==> config.mk <==
export PLATFORM = sky130hd
export DESIGN_NAME = mul_div_unit
export DESIGN_NICKNAME = d
export VERILOG_FILES = /design/src/rtl/mul_div_unit.sv
export SDC_FILE = /design/constraint.sdc
export NUM_CORES = 1
export LEC_CHECK = 0
export ABC_AREA = 1
export BUFFER_PORTS_ARGS = -buffer_cell sky130_fd_sc_hd__buf_4
export CAP_MARGIN = 20
export CELL_PAD_IN_SITES_DETAIL_PLACEMENT = 0
export CELL_PAD_IN_SITES_GLOBAL_PLACEMENT = 1
export CORE_MARGIN = 4
export CORE_UTILIZATION = 30
export CTS_CLUSTER_DIAMETER = 60
export DETAILED_ROUTE_END_ITERATION = 10
export GPL_TIMING_DRIVEN = 1
export HOLD_SLACK_MARGIN = 0.12
export PLACE_DENSITY = 0.64
export SYNTH_ARGS = -nofsm -noshare
export SYNTH_HDL_FRONTEND = slang
export SYNTH_SLANG_ARGS = --single-unit
==> constraint.sdc <==
create_clock -name clk -period 5 [get_ports clk]
set_input_delay 0.25 -clock clk [delete_from_list [all_inputs] [get_ports clk]]
set_output_delay 0.25 -clock clk [all_outputs]
set_load 0.05 [all_outputs]
==> src/rtl/mul_div_unit.sv <==
// mul_div_unit: multi-cycle integer multiply/divide unit that owns the HI/LO
// register pair.
//
// MULT/MULTU use radix-2 shift-add on operand magnitudes.
// DIV/DIVU use restoring division on operand magnitudes.
// Signs are applied in a final FIX cycle.
// MTHI/MTLO write HI/LO directly in one cycle when the unit is idle.
//
// Ports:
//   clk    rising-edge clock
//   rst    synchronous, active-high reset
//   start  request, sampled on the clock edge
//   op     0 MULT, 1 MULTU, 2 DIV, 3 DIVU, 4 MTHI, 5 MTLO, 6-7 no-op
//   a      multiplicand / dividend / MTHI-MTLO source
//   b      multiplier / divisor
//   cancel pipeline flush; aborts an operation in flight, blocks a start
//   busy   high while MULT/DIV is in progress
//   done   one-cycle pulse after MULT/DIV has written HI/LO
//   hi     HI register
//   lo     LO register
//
// State table:
//   IDLE | waiting for a request; MTHI/MTLO handled here
//   CALC | one multiply/divide iteration per cycle
//   FIX  | apply result signs, write HI/LO, pulse done
module mul_div_unit #(
  parameter int WIDTH = 32,
  parameter int CNT_W = $clog2(WIDTH) + 1
) (
  input  logic             clk,
  input  logic             rst,
  input  logic             start,
  input  logic [2:0]       op,
  input  logic [WIDTH-1:0] a,
  input  logic [WIDTH-1:0] b,
  input  logic             cancel,
  output logic             busy,
  output logic             done,
  output logic [WIDTH-1:0] hi,
  output logic [WIDTH-1:0] lo
);

  localparam logic [2:0] OP_MULT  = 3'd0;
  localparam logic [2:0] OP_MULTU = 3'd1;
  localparam logic [2:0] OP_DIV   = 3'd2;
  localparam logic [2:0] OP_DIVU  = 3'd3;
  localparam logic [2:0] OP_MTHI  = 3'd4;
  localparam logic [2:0] OP_MTLO  = 3'd5;

  typedef enum logic [1:0] {
    IDLE = 2'd0,
    CALC = 2'd1,
    FIX  = 2'd2
  } state_t;

  state_t state, state_nxt;

  logic [CNT_W-1:0]   cnt;
  // Multiply: {partial product high, multiplier shifting out at bit 0}.
  // Divide:   {partial remainder, dividend shifting out at the top / quotient in}.
  logic [2*WIDTH-1:0] work;
  logic [WIDTH-1:0]   mag_b;
  logic               is_div;
  logic               neg_main;
  logic               neg_rem;
  logic               div_zero;
  logic [WIDTH-1:0]   hi_q, lo_q;
  logic               done_q;

  logic               accept;
  logic               signed_op;
  logic               a_neg, b_neg;
  logic [WIDTH-1:0]   a_mag, b_mag;

  logic [WIDTH:0]     mul_sum;
  logic [WIDTH:0]     rem_shift;
  logic               rem_ge;
  logic [WIDTH-1:0]   rem_nxt;

  logic [2*WIDTH-1:0] prod_fix;
  logic [WIDTH-1:0]   quo_fix, rem_fix;

  // Only MULT/MULTU/DIV/DIVU (op < 4) enter CALC.
  assign accept    = (state == IDLE) && start && !cancel && (op[2] == 1'b0);
  assign signed_op = ~op[0];
  assign a_neg     = signed_op & a[WIDTH-1];
  assign b_neg     = signed_op & b[WIDTH-1];
  // The most-negative value maps to itself, which is its correct unsigned magnitude.
  assign a_mag     = a_neg ? -a : a;
  assign b_mag     = b_neg ? -b : b;

  assign mul_sum   = {1'b0, work[2*WIDTH-1:WIDTH]} + {1'b0, (work[0] ? mag_b : {WIDTH{1'b0}})};

  assign rem_shift = {work[2*WIDTH-1:WIDTH], work[WIDTH-1]};
  assign rem_ge    = rem_shift >= {1'b0, mag_b};
  // Subtraction is taken modulo 2^WIDTH.
  // When rem_ge is set the true difference is below mag_b, so it fits in WIDTH bits.
  assign rem_nxt   = rem_ge ? (rem_shift[WIDTH-1:0] - mag_b) : rem_shift[WIDTH-1:0];

  assign prod_fix  = neg_main ? -work : work;
  assign quo_fix   = neg_main ? -work[WIDTH-1:0] : work[WIDTH-1:0];
  assign rem_fix   = neg_rem ? -work[2*WIDTH-1:WIDTH] : work[2*WIDTH-1:WIDTH];

  always_ff @(posedge clk) begin
    if (rst) begin
      state <= IDLE;
    end else begin
      state <= state_nxt;
    end
  end

  always_comb begin
    state_nxt = state;
    case (state)
      IDLE: if (accept) state_nxt = CALC;
      CALC: begin
        if (cancel)                    state_nxt = IDLE;
        else if (cnt == CNT_W'(1))     state_nxt = FIX;
      end
      FIX:     state_nxt = IDLE;
      default: state_nxt = IDLE;
    endcase
  end

  always_ff @(posedge clk) begin
    if (rst) begin
      cnt      <= '0;
      work     <= '0;
      mag_b    <= '0;
      is_div   <= 1'b0;
      neg_main <= 1'b0;
      neg_rem  <= 1'b0;
      div_zero <= 1'b0;
      hi_q     <= '0;
      lo_q     <= '0;
      done_q   <= 1'b0;
    end else begin
      done_q <= 1'b0;
      case (state)
        IDLE: begin
          if (start && !cancel) begin
            case (op)
              OP_MTHI: hi_q <= a;
              OP_MTLO: lo_q <= a;
              OP_MULT, OP_MULTU: begin
                cnt      <= CNT_W'(WIDTH);
                work     <= {{WIDTH{1'b0}}, b_mag};
                mag_b    <= a_mag;
                is_div   <= 1'b0;
                neg_main <= a_neg ^ b_neg;
                neg_rem  <= 1'b0;
                div_zero <= 1'b0;
              end
              OP_DIV, OP_DIVU: begin
                cnt      <= CNT_W'(WIDTH);
                work     <= {{WIDTH{1'b0}}, a_mag};
                mag_b    <= b_mag;
                is_div   <= 1'b1;
                neg_main <= a_neg ^ b_neg;
                neg_rem  <= a_neg;
                div_zero <= (b == '0);
              end
              default: ;
            endcase
          end
        end
        CALC: begin
          if (!cancel) begin
            cnt <= cnt - CNT_W'(1);
            if (is_div) work <= {rem_nxt, work[WIDTH-2:0], rem_ge};
            else        work <= {mul_sum, work[WIDTH-1:1]};
          end
        end
        FIX: begin
          if (!cancel) begin
            if (is_div) begin
              // Divide by zero: the remainder path already yields a (its magnitude
              // re-signed by the dividend); only LO needs forcing to all ones.
              lo_q <= div_zero ? {WIDTH{1'b1}} : quo_fix;
              hi_q <= rem_fix;
            end else begin
              hi_q <= prod_fix[2*WIDTH-1:WIDTH];
              lo_q <= prod_fix[WIDTH-1:0];
            end
            done_q <= 1'b1;
          end
        end
        default: ;
      endcase
    end
  end

  assign busy = (state != IDLE);
  assign done = done_q;
  assign hi   = hi_q;
  assign lo   = lo_q;

endmodule

==> flow_summary.ini, run 1 <==
[synth]
ys_seq_area_frac = 0.190
yosys.cell_types.count = 55
syn_nets = 3455
synth_xor_area_frac = 0.0279
syn_inst = 3312
postSynthAreaPerCell_um2 = 5.49
yosys.area_share.simple = 0.416
ys_async_sr_fraction = 0
synthAdderAreaFrac = 0.0504
synth_enable_flop_cells = 0
synth_compound_area_frac = 0.185
ys.flop_type = dfxtp_1
synth_top_family_by_area = simple AND/OR/NAND/NOR gates
netlist_area_um2 = 18200
muxShareOfSynthArea = 0
synth_seq_cells = 173
ys_warn_count = 0

[routing]
drc = 0
ant_nets = 0
drtIter0Drc = 2311
avgRoutedWirePerCell_um = 22.4
wl_um = 93200
viasPerCell = 5.41
vias = 22500
firstDrtPassIters = 6

[power_and_ir_drop]
fin_total_pwr_w = 0.00453
pwr-share-clk = 0.331
power.switching_w = 0.00187
pwr-share-comb = 0.338
pwr-share-seq = 0.331
p_per_area_nw_per_um2 = 221
p_sw_frac = 0.412
irDropWorstVdd_uv = 262
cellInternalPower_w = 0.00266
p_leak_nw = 10.4

[clocking]
cts_sinks = 173
htreeDepth = 4
cts.path.max_buffers = 2
clk_latency_ps = 490
cts_tree = built
cts_setup_buffers = 0
clk_pin_slew_ps = 70
cts_buffers = 17
cts-root-buf = clkbuf_16

[final_layout]
drive_above_1_share = 0.0776
final_cell_area_um2 = 20500
finalNetCount = 3519
syn2layout_area_growth_pct = 12.9
nFillCells = 6781
finalNonFillerCells = 4163

[floorplan]
die_y_um = 254
start_util = 0.306
num_rows = 89
io_pins = 137
die_w_um = 254
coreArea_um2 = 59500
die_area_um2 = 64600

[timing]
fin_crit_sh = 0.800
rsz0062_at_grt = no
skew_ps = 10.3
fmax_mhz = 250
finalSetupViolations = 0
fin_crit_ps = 4000
slew_violations = 0
hold_viol = 0
final.setup.tns_ps = 0
slew_headroom = 0.315
fin_ws_ps = 998
tightest_slew_ps = 1030

[global_route]
overflow = 0
antenna_found_initial = 4
grt_use_total = 0.278
grt_max_degree = 88
grt_pass1_vias = 20600
grt_pass1_wl_um = 134000

[critical_path]
required_ps = 5380
critPathKind = reg -> reg
worst-path-buf-inv = 6
crit_top_cell = inv_2
rr_worst_depth = 10
end_kind = flop
slowest_delay_ps = 630
worstPathMaxFanout = 55
cp.arrival_ps = 4380
crit_family = buffers and inverters
path_depth = 10
cp_cell_sequence = inv_1 > nor2_2 > inv_2 > nor2_4 > buf_4 > inv_2 > nand2_2 > inv_2 > o21ai_0 > inv_1
start_kind = flop
slowest_stage = inv_2

[run]
drv_cap = 0

[placed_design]
port_buffers = 136
pre_cts_ws_ps = 1030
numPlacedInstances = 4125
place_area_um2 = 19800
gp_congestion = 0.992
dpl.hpwl_um = 77100

[hold_path]
min_path_type = in -> reg
holdPathStages = 4

[outcome]
status = completed
[cell type report]
| type | instances | area [um^2] | share of cell area |
|---|---|---|---|
| Tap cell | 773 | 967 | 0.0471 |
| Antenna cell | 1 | 2.50 | 0.000122 |
| Clock buffer | 18 | 429 | 0.0209 |
| Timing Repair Buffer | 163 | 1240 | 0.0605 |
| Multi-Input combinational cell | 2523 | 12300 | 0.602 |
| Clock inverter | 14 | 196 | 0.00957 |
| Inverter | 498 | 1870 | 0.0913 |
| Sequential cell | 173 | 3470 | 0.169 |
[logic make-up after synthesis]
group                      count (synthesis)
and+or+nand+nor                         1775
buffers and inverters                    616
xor gates and xnor gates                  58
DFF                                      173
AOI/OAI and AO/OA                        618
adders and majority gates                 72
[stage by stage]
stage                     hold slack (ps)  utilization
after floorplan                       329            -
after global placement                463        0.334
after detailed placement              463        0.334
after CTS                             121        0.345
after global routing                  142        0.345
final                                 156        0.345
[flip-flops by register name (all words and copies together), names as in the netlist, 2 cells and up]
register	flops
cnt	6
state	2
mag_b	32
lo	32
hi	32
work	64
[timing repair]
item | CTS | global route
hold endpoints to repair | 3 | 0
hold buffers | 4 | 0
gates resized for setup | 0 | 0
[cell usage after synthesis (6+ instances only)]
cell	number	share of area
o21bai_1	17	0.0070
nand4_1	50	0.017
xnor2_1	15	0.0072
nand3_2	6	0.0033
inv_1	479	0.099
nor4_1	7	0.0024
nor2_4	7	0.0043
clkbuf_1	73	0.015
o31ai_1	10	0.0041
o21ai_1	11	0.0030
nand2_2	8	0.0028
nor3_1	38	0.010
nand2_1	942	0.19
nand3b_1	21	0.0087
and2_1	6	0.0021
dfxtp_1	173	0.19
inv_2	15	0.0031
nor2_2	16	0.0055
a21o_1	8	0.0033
o21ai_0	247	0.068
a31oi_1	30	0.010
ha_1	70	0.048
nor2_1	346	0.071
o211ai_1	33	0.014
buf_1	14	0.0029
buf_2	28	0.0077
a21oi_1	239	0.066
nand3_1	314	0.086
xor2_1	43	0.021
[cell usage in the layout (no fill, tap or decap), types with 3 or more instances in the layout]
cell,n
a21o_1,8
a21oi_1,239
a22oi_1,4
a31oi_1,30
and2_1,6
buf_4,158
bufinv_16,3
clkbuf_16,17
dfxtp_1,171
dlygate4sd3_1,4
ha_1,70
inv_1,477
inv_2,17
inv_6,5
inv_8,4
nand2_1,942
nand2_2,8
nand3_1,314
nand3_2,6
nand3b_1,21
nand4_1,50
nor2_1,346
nor2_2,16
nor2_4,7
nor3_1,38
nor4_1,7
o211ai_1,33
o21ai_0,247
o21ai_1,11
o21ai_2,3
o21bai_1,17
o221ai_1,3
o22ai_1,3
o31ai_1,10
or2_2,5
xnor2_1,15
xor2_1,43
[routing by layer]
metal	GRT usage	vias to the layer above	routed length, um
met5	0	-	16
li1	-	10800	-
met4	0.0804	2	2510
met3	0.0386	95	6670
met2	0.417	940	39700
met1	0.415	10600	44300
[worst paths after layout]
path	from	to	slack [ps]
worst max register to register	state[0]$_SDFFE_PP0P_	cnt[0]$_SDFFE_PP0P_	1000
worst min-delay path	b[31]	neg_main$_SDFFE_PP0P_	160
worst min register to register	div_zero$_SDFFE_PP0P_	div_zero$_SDFFE_PP0P_	480
worst max-delay path	state[0]$_SDFFE_PP0P_	cnt[0]$_SDFFE_PP0P_	1000
[power by group through the flow]
stage,registers (W),logic (W),clock network [W]
finish,0.00150,0.00153,0.00150
detailed placement,0.00153,0.00149,0
global placement,0.00153,0.00149,0
global route,0.00150,0.00166,0.00157
CTS,0.00150,0.00150,0.00152
floorplan,0.00155,0.000947,0
[tightest hold or removal path: stages]
cell and delay (ps):
buf_4 130, inv_1 70, nand2_1 70, a31oi_1 70
Note: power is estimated with default switching activity, not from simulation.
==> run 2, diff against run 1 <==
clock period = 4 ns   (was 5 ns; I/O delays follow)
==> run 2 against run 1 <==
Non-clock buffer count rose by 32; sequential cell count did not move; combinational power rose by 29%; sequential share of layout area fell by 0.25 points; die area did not move; register-to-register slack got worse by 240 ps; largest cell class unchanged.
==> flow_summary.ini, run 2 (synthesis results as in run 1) <==
[power_and_ir_drop]
pwr-share-seq = 0.326
irDropWorstVdd_uv = 288
fin_total_pwr_w = 0.00568
p_per_area_nw_per_um2 = 273
p_leak_nw = 10.6
pwr-share-comb = 0.347
cellInternalPower_w = 0.00324
pwr-share-clk = 0.326
power.switching_w = 0.00244
p_sw_frac = 0.430

[outcome]
status = completed

[critical_path]
slowest_delay_ps = 480
end_kind = flop
worst-path-buf-inv = 2
start_kind = flop
required_ps = 4350
cp_cell_sequence = buf_4 > nand2_1 > inv_1 > ha_1 > nand2_1 > nor2_1 > nand3_1 > nand2_1 > nand2_1 > nand2_1 > o21ai_0 > o21ai_0 > nand3b_1 > a21oi_1
worstPathMaxFanout = 28
crit_family = simple AND/OR/NAND/NOR gates
cp.arrival_ps = 3590
crit_top_cell = nand2_1
critPathKind = reg -> reg
slowest_stage = dfxtp_1

[run]
drv_cap = 0

[global_route]
grt_pass1_wl_um = 140000
grt_use_total = 0.292
grt_pass1_vias = 20800
grt_max_degree = 83
antenna_found_initial = 3
overflow = 0

[clocking]
cts.path.max_buffers = 2
clk_pin_slew_ps = 90
clk_latency_ps = 510
cts_buffers = 17
cts_tree = built
cts_sinks = 173
cts-root-buf = clkbuf_16
htreeDepth = 4

[final_layout]
finalNetCount = 3551
finalNonFillerCells = 4195
final_util = 0.350
largest_register_ffs = 64
syn2layout_area_growth_pct = 14.5
drive_above_1_share = 0.0836
top_register = work
final_cell_mix = 942 x nand2_1, 477 x inv_1, 346 x nor2_1
final_common_cell = nand2_1

[hold_path]
min_path_type = in -> reg

[routing]
wl_um = 97400
vias = 22700
firstDrtPassIters = 6
ant_nets = 0
drtIter0Drc = 2793
drc = 0
avgRoutedWirePerCell_um = 23.2
viasPerCell = 5.41

[timing]
skew_ps = 26.0
slew_headroom = 0.368
fin_crit_ps = 3240
finalSetupViolations = 0
hold_viol = 0
fmax_mhz = 309
final.setup.tns_ps = 0
fin_crit_sh = 0.810
hold_ws_ps = 159
slew_violations = 0
tightest_slew_ps = 941
rsz0062_at_grt = no

[floorplan]
num_rows = 89
start_util = 0.306
die_area_um2 = 64600
io_pins = 137
die_y_um = 254
die_w_um = 254
coreArea_um2 = 59500

[placed_design]
numPlacedInstances = 4147
gp_congestion = 0.994
dpl.hpwl_um = 79800
port_buffers = 136
[run 2: cell count changes in the layout (fill, tap and decap cells not counted), sizes merged, moves of 2 or more]
cell,delta
buf,+22
dlygate4sd3,+10
clkinv,+5
inv,-3
bufinv,-2
[run 2: timing repair]
| action | CTS | global route |
|---|---|---|
| hold buffers | 14 | 0 |
| endpoints found under the setup margin | 0 | 0 |
| resized for setup | 0 | 0 |
| setup buffers | 0 | 0 |
| hold endpoints to repair | 16 | 0 |
[run 2: power by group through the flow]
stage	sequential [W]	combinational, W	clock, W
final	0.00186	0.00197	0.00186
after global routing	0.00186	0.00212	0.00193
after CTS	0.00185	0.00192	0.00188
after detailed placement	0.00189	0.00190	0
after global placement	0.00189	0.00192	0
after floorplan	0.00194	0.00118	0
[run 2: layer usage]
layer  GRT usage  wire (um)  share of wire
met1       0.424      44700           0.46
met2       0.449      41800           0.43
met3      0.0516       8470          0.087
met4      0.0713       2380          0.024
met5           0          0              0
[run 2: worst paths after layout]
kind                             start                     to  slack (ps)  cells past startpoint
setup reg to reg  work[0]$_SDFFE_PP0P_  work[46]$_SDFFE_PP0P_         760                     14
setup / recovery  work[0]$_SDFFE_PP0P_  work[46]$_SDFFE_PP0P_         760                     14
hold reg to reg    cnt[3]$_SDFFE_PP0P_    cnt[3]$_SDFFE_PP0P_         490                      2
hold / removal                   b[27]  div_zero$_SDFFE_PP0P_         160                      4
[run 2: metrics by stage]
| step | instance area (um^2) | setup WS [ps] |
|---|---|---|
| 4_1_cts | 20800 | 828 |
| 5_1_grt | 20800 | 539 |
| 2_1_floorplan | 18200 | 1780 |
| 6_report | 20800 | 759 |
| 3_5_place_dp | 20000 | 860 |
| 3_3_place_gp | 20000 | 868 |
[run 2: final cells by class]
class | count | area (um^2)
antenna | 1 | 2.50
clock inverter | 15 | 214
clock buffer | 17 | 425
multi-input combinational | 2523 | 12300
inverter | 498 | 1870
fill | 6764 | 38600
timing repair buffer | 195 | 1530
tap | 773 | 967
sequential | 173 | 3470
[run 2: worst register-to-register path, stage by stage (launching register included)]
cell	delay (ps)
dfxtp_1	480
buf_4	390
nand2_1	230
inv_1	110
ha_1	280
nand2_1	150
nor2_1	190
nand3_1	110
nand2_1	150
nand2_1	100
nand2_1	140
o21ai_0	90
o21ai_0	450
nand3b_1	180
a21oi_1	60
==> run 3, diff against run 2 <==
clock period = 3.4 ns   (was 4 ns; I/O delays follow)
==> run 3 against run 2 <==
Cell area rose by 0.20%; first-iteration DRC count fell by 13%; sequential share of layout area barely moved; register-to-register slack got worse by 390 ps; clock power rose by 9.7%; routed wire length rose by 1.2%; power rose by 16%; maximum frequency rose by 6.9%; final cell count rose by 0.31%.
==> flow_summary.ini, run 3 (synthesis results as in run 1) <==
[outcome]
status = completed

[critical_path]
cp.arrival_ps = 3370
worstPathMaxFanout = 13
end_kind = flop
critPathKind = reg -> reg
required_ps = 3740
start_kind = flop

[timing]
rsz0062_at_grt = no
skew_ps = 26.3
tightest_slew_ps = 1050
finalSetupViolations = 0
fin_crit_ps = 3030
hold_viol = 0
slew_violations = 0
fmax_mhz = 330
slew_headroom = 0.299
fin_crit_sh = 0.891
final.setup.tns_ps = 0

[routing]
m1WireLength_um = 46000
firstDrtPassIters = 6
wl_um = 98500
ant_nets = 0
drc = 0
drtIter0Drc = 2430
wl_met3_um = 8280
highest_layer = met5
wl_met2_um = 41900
vias = 23000
viasPerCell = 5.46
avgRoutedWirePerCell_um = 23.4

[global_route]
grt_max_degree = 88
overflow = 0
grt_use_total = 0.295
grt_pass1_vias = 21000
antenna_found_initial = 1
grt_pass1_wl_um = 141000

[floorplan]
start_util = 0.306
io_pins = 137
die_w_um = 254
die_y_um = 254
die_area_um2 = 64600
coreArea_um2 = 59500
num_rows = 89

[clocking]
cts_setup_buffers = 0
cts.path.max_buffers = 2
cts-root-buf = clkbuf_16
cts_sinks = 173
cts_tree = built
clk_pin_slew_ps = 80
cts_buffers = 17
htreeDepth = 4
clk_latency_ps = 500

[final_layout]
syn2layout_area_growth_pct = 14.8
final_common_cell = nand2_1
largest_register_ffs = 64
drive_above_1_share = 0.0873
final_cell_area_um2 = 20900
finalNetCount = 3566
final_cell_mix = 942 x nand2_1, 477 x inv_1, 346 x nor2_1
top_register = work
num_antenna_cells = 0

[hold_path]
min_path_type = in -> reg

[placed_design]
place_area_um2 = 20200
port_buffers = 136
gp_congestion = 1.01
dpl.hpwl_um = 81300

[power_and_ir_drop]
p_leak_nw = 10.7
irDropWorstVdd_uv = 364
p_per_area_nw_per_um2 = 315

[run]
drv_cap = 0
==> run 3: cell type report <==
| class | count | area, um^2 |
|---|---|---|
| clock inverter | 14 | 140 |
| multi-input combinational | 2523 | 12300 |
| tap | 773 | 967 |
| sequential | 173 | 3470 |
| inverter | 498 | 1870 |
| timing repair buffer | 210 | 1650 |
| clock buffer | 17 | 425 |
| fill | 6877 | 38600 |
==> run 3: power breakdown <==
group / switching, W / internal [W] / total [W] / leakage, nW
Clock: 0.00107 / 0.000975 / 0.00204 / 0.279
Combinational: 0.00169 / 0.000650 / 0.00234 / 8.97
Sequential: 0.000102 / 0.00210 / 0.00220 / 1.41
Total: 0.00285 / 0.00373 / 0.00658 / 10.7
==> run 3: path summary, 6_finish.rpt <==
kind / startpoint / to / slack [ps] / depth (start not counted)
setup / recovery: work[57]$_SDFFE_PP0P_ / work[46]$_SDFFE_PP0P_ / 370 / 13
hold / removal: op[1] / mag_b[11]$_SDFFE_PP0P_ / 180 / 6
setup reg to reg: work[57]$_SDFFE_PP0P_ / work[46]$_SDFFE_PP0P_ / 370 / 13
hold reg to reg: cnt[3]$_SDFFE_PP0P_ / cnt[3]$_SDFFE_PP0P_ / 480 / 2
==> run 3: stage by stage <==
stage,util,hold WS [ps],std cells,total power (W),setup WS [ps]
2_1_floorplan,-,249,3312,0.00368,1180
3_3_place_gp,0.339,435,4163,0.00452,432
4_1_cts,0.351,144,4208,0.00656,442
3_5_place_dp,0.339,434,4163,0.00451,469
6_report,0.351,177,4208,0.00658,369
5_1_grt,0.351,190,4208,0.00687,217
==> run 3: what timing repair did <==
item | 4_1_cts | 5_1_grt
gates resized for setup | 0 | 0
hold endpoints to repair | 18 | 0
hold buffers | 14 | 0
==> run 3: per-layer routing <==
metal	up-vias	track usage
met5	-	0
met4	2	0.0770
met3	107	0.0443
met2	1061	0.441
met1	10900	0.442
li1	10900	-
==> run 3: worst max-delay path: stages (launching register included) <==
cell and delay (ps):
dfxtp_1 720, ha_1 390, nand2_1 90, nand2_1 80
nand2_1 70, nand2_1 70, a21oi_1 150, nand2_1 110
nor2_4 350, nand3_2 260, inv_2 250, nand2_1 160
nand3b_1 130, a21oi_1 60
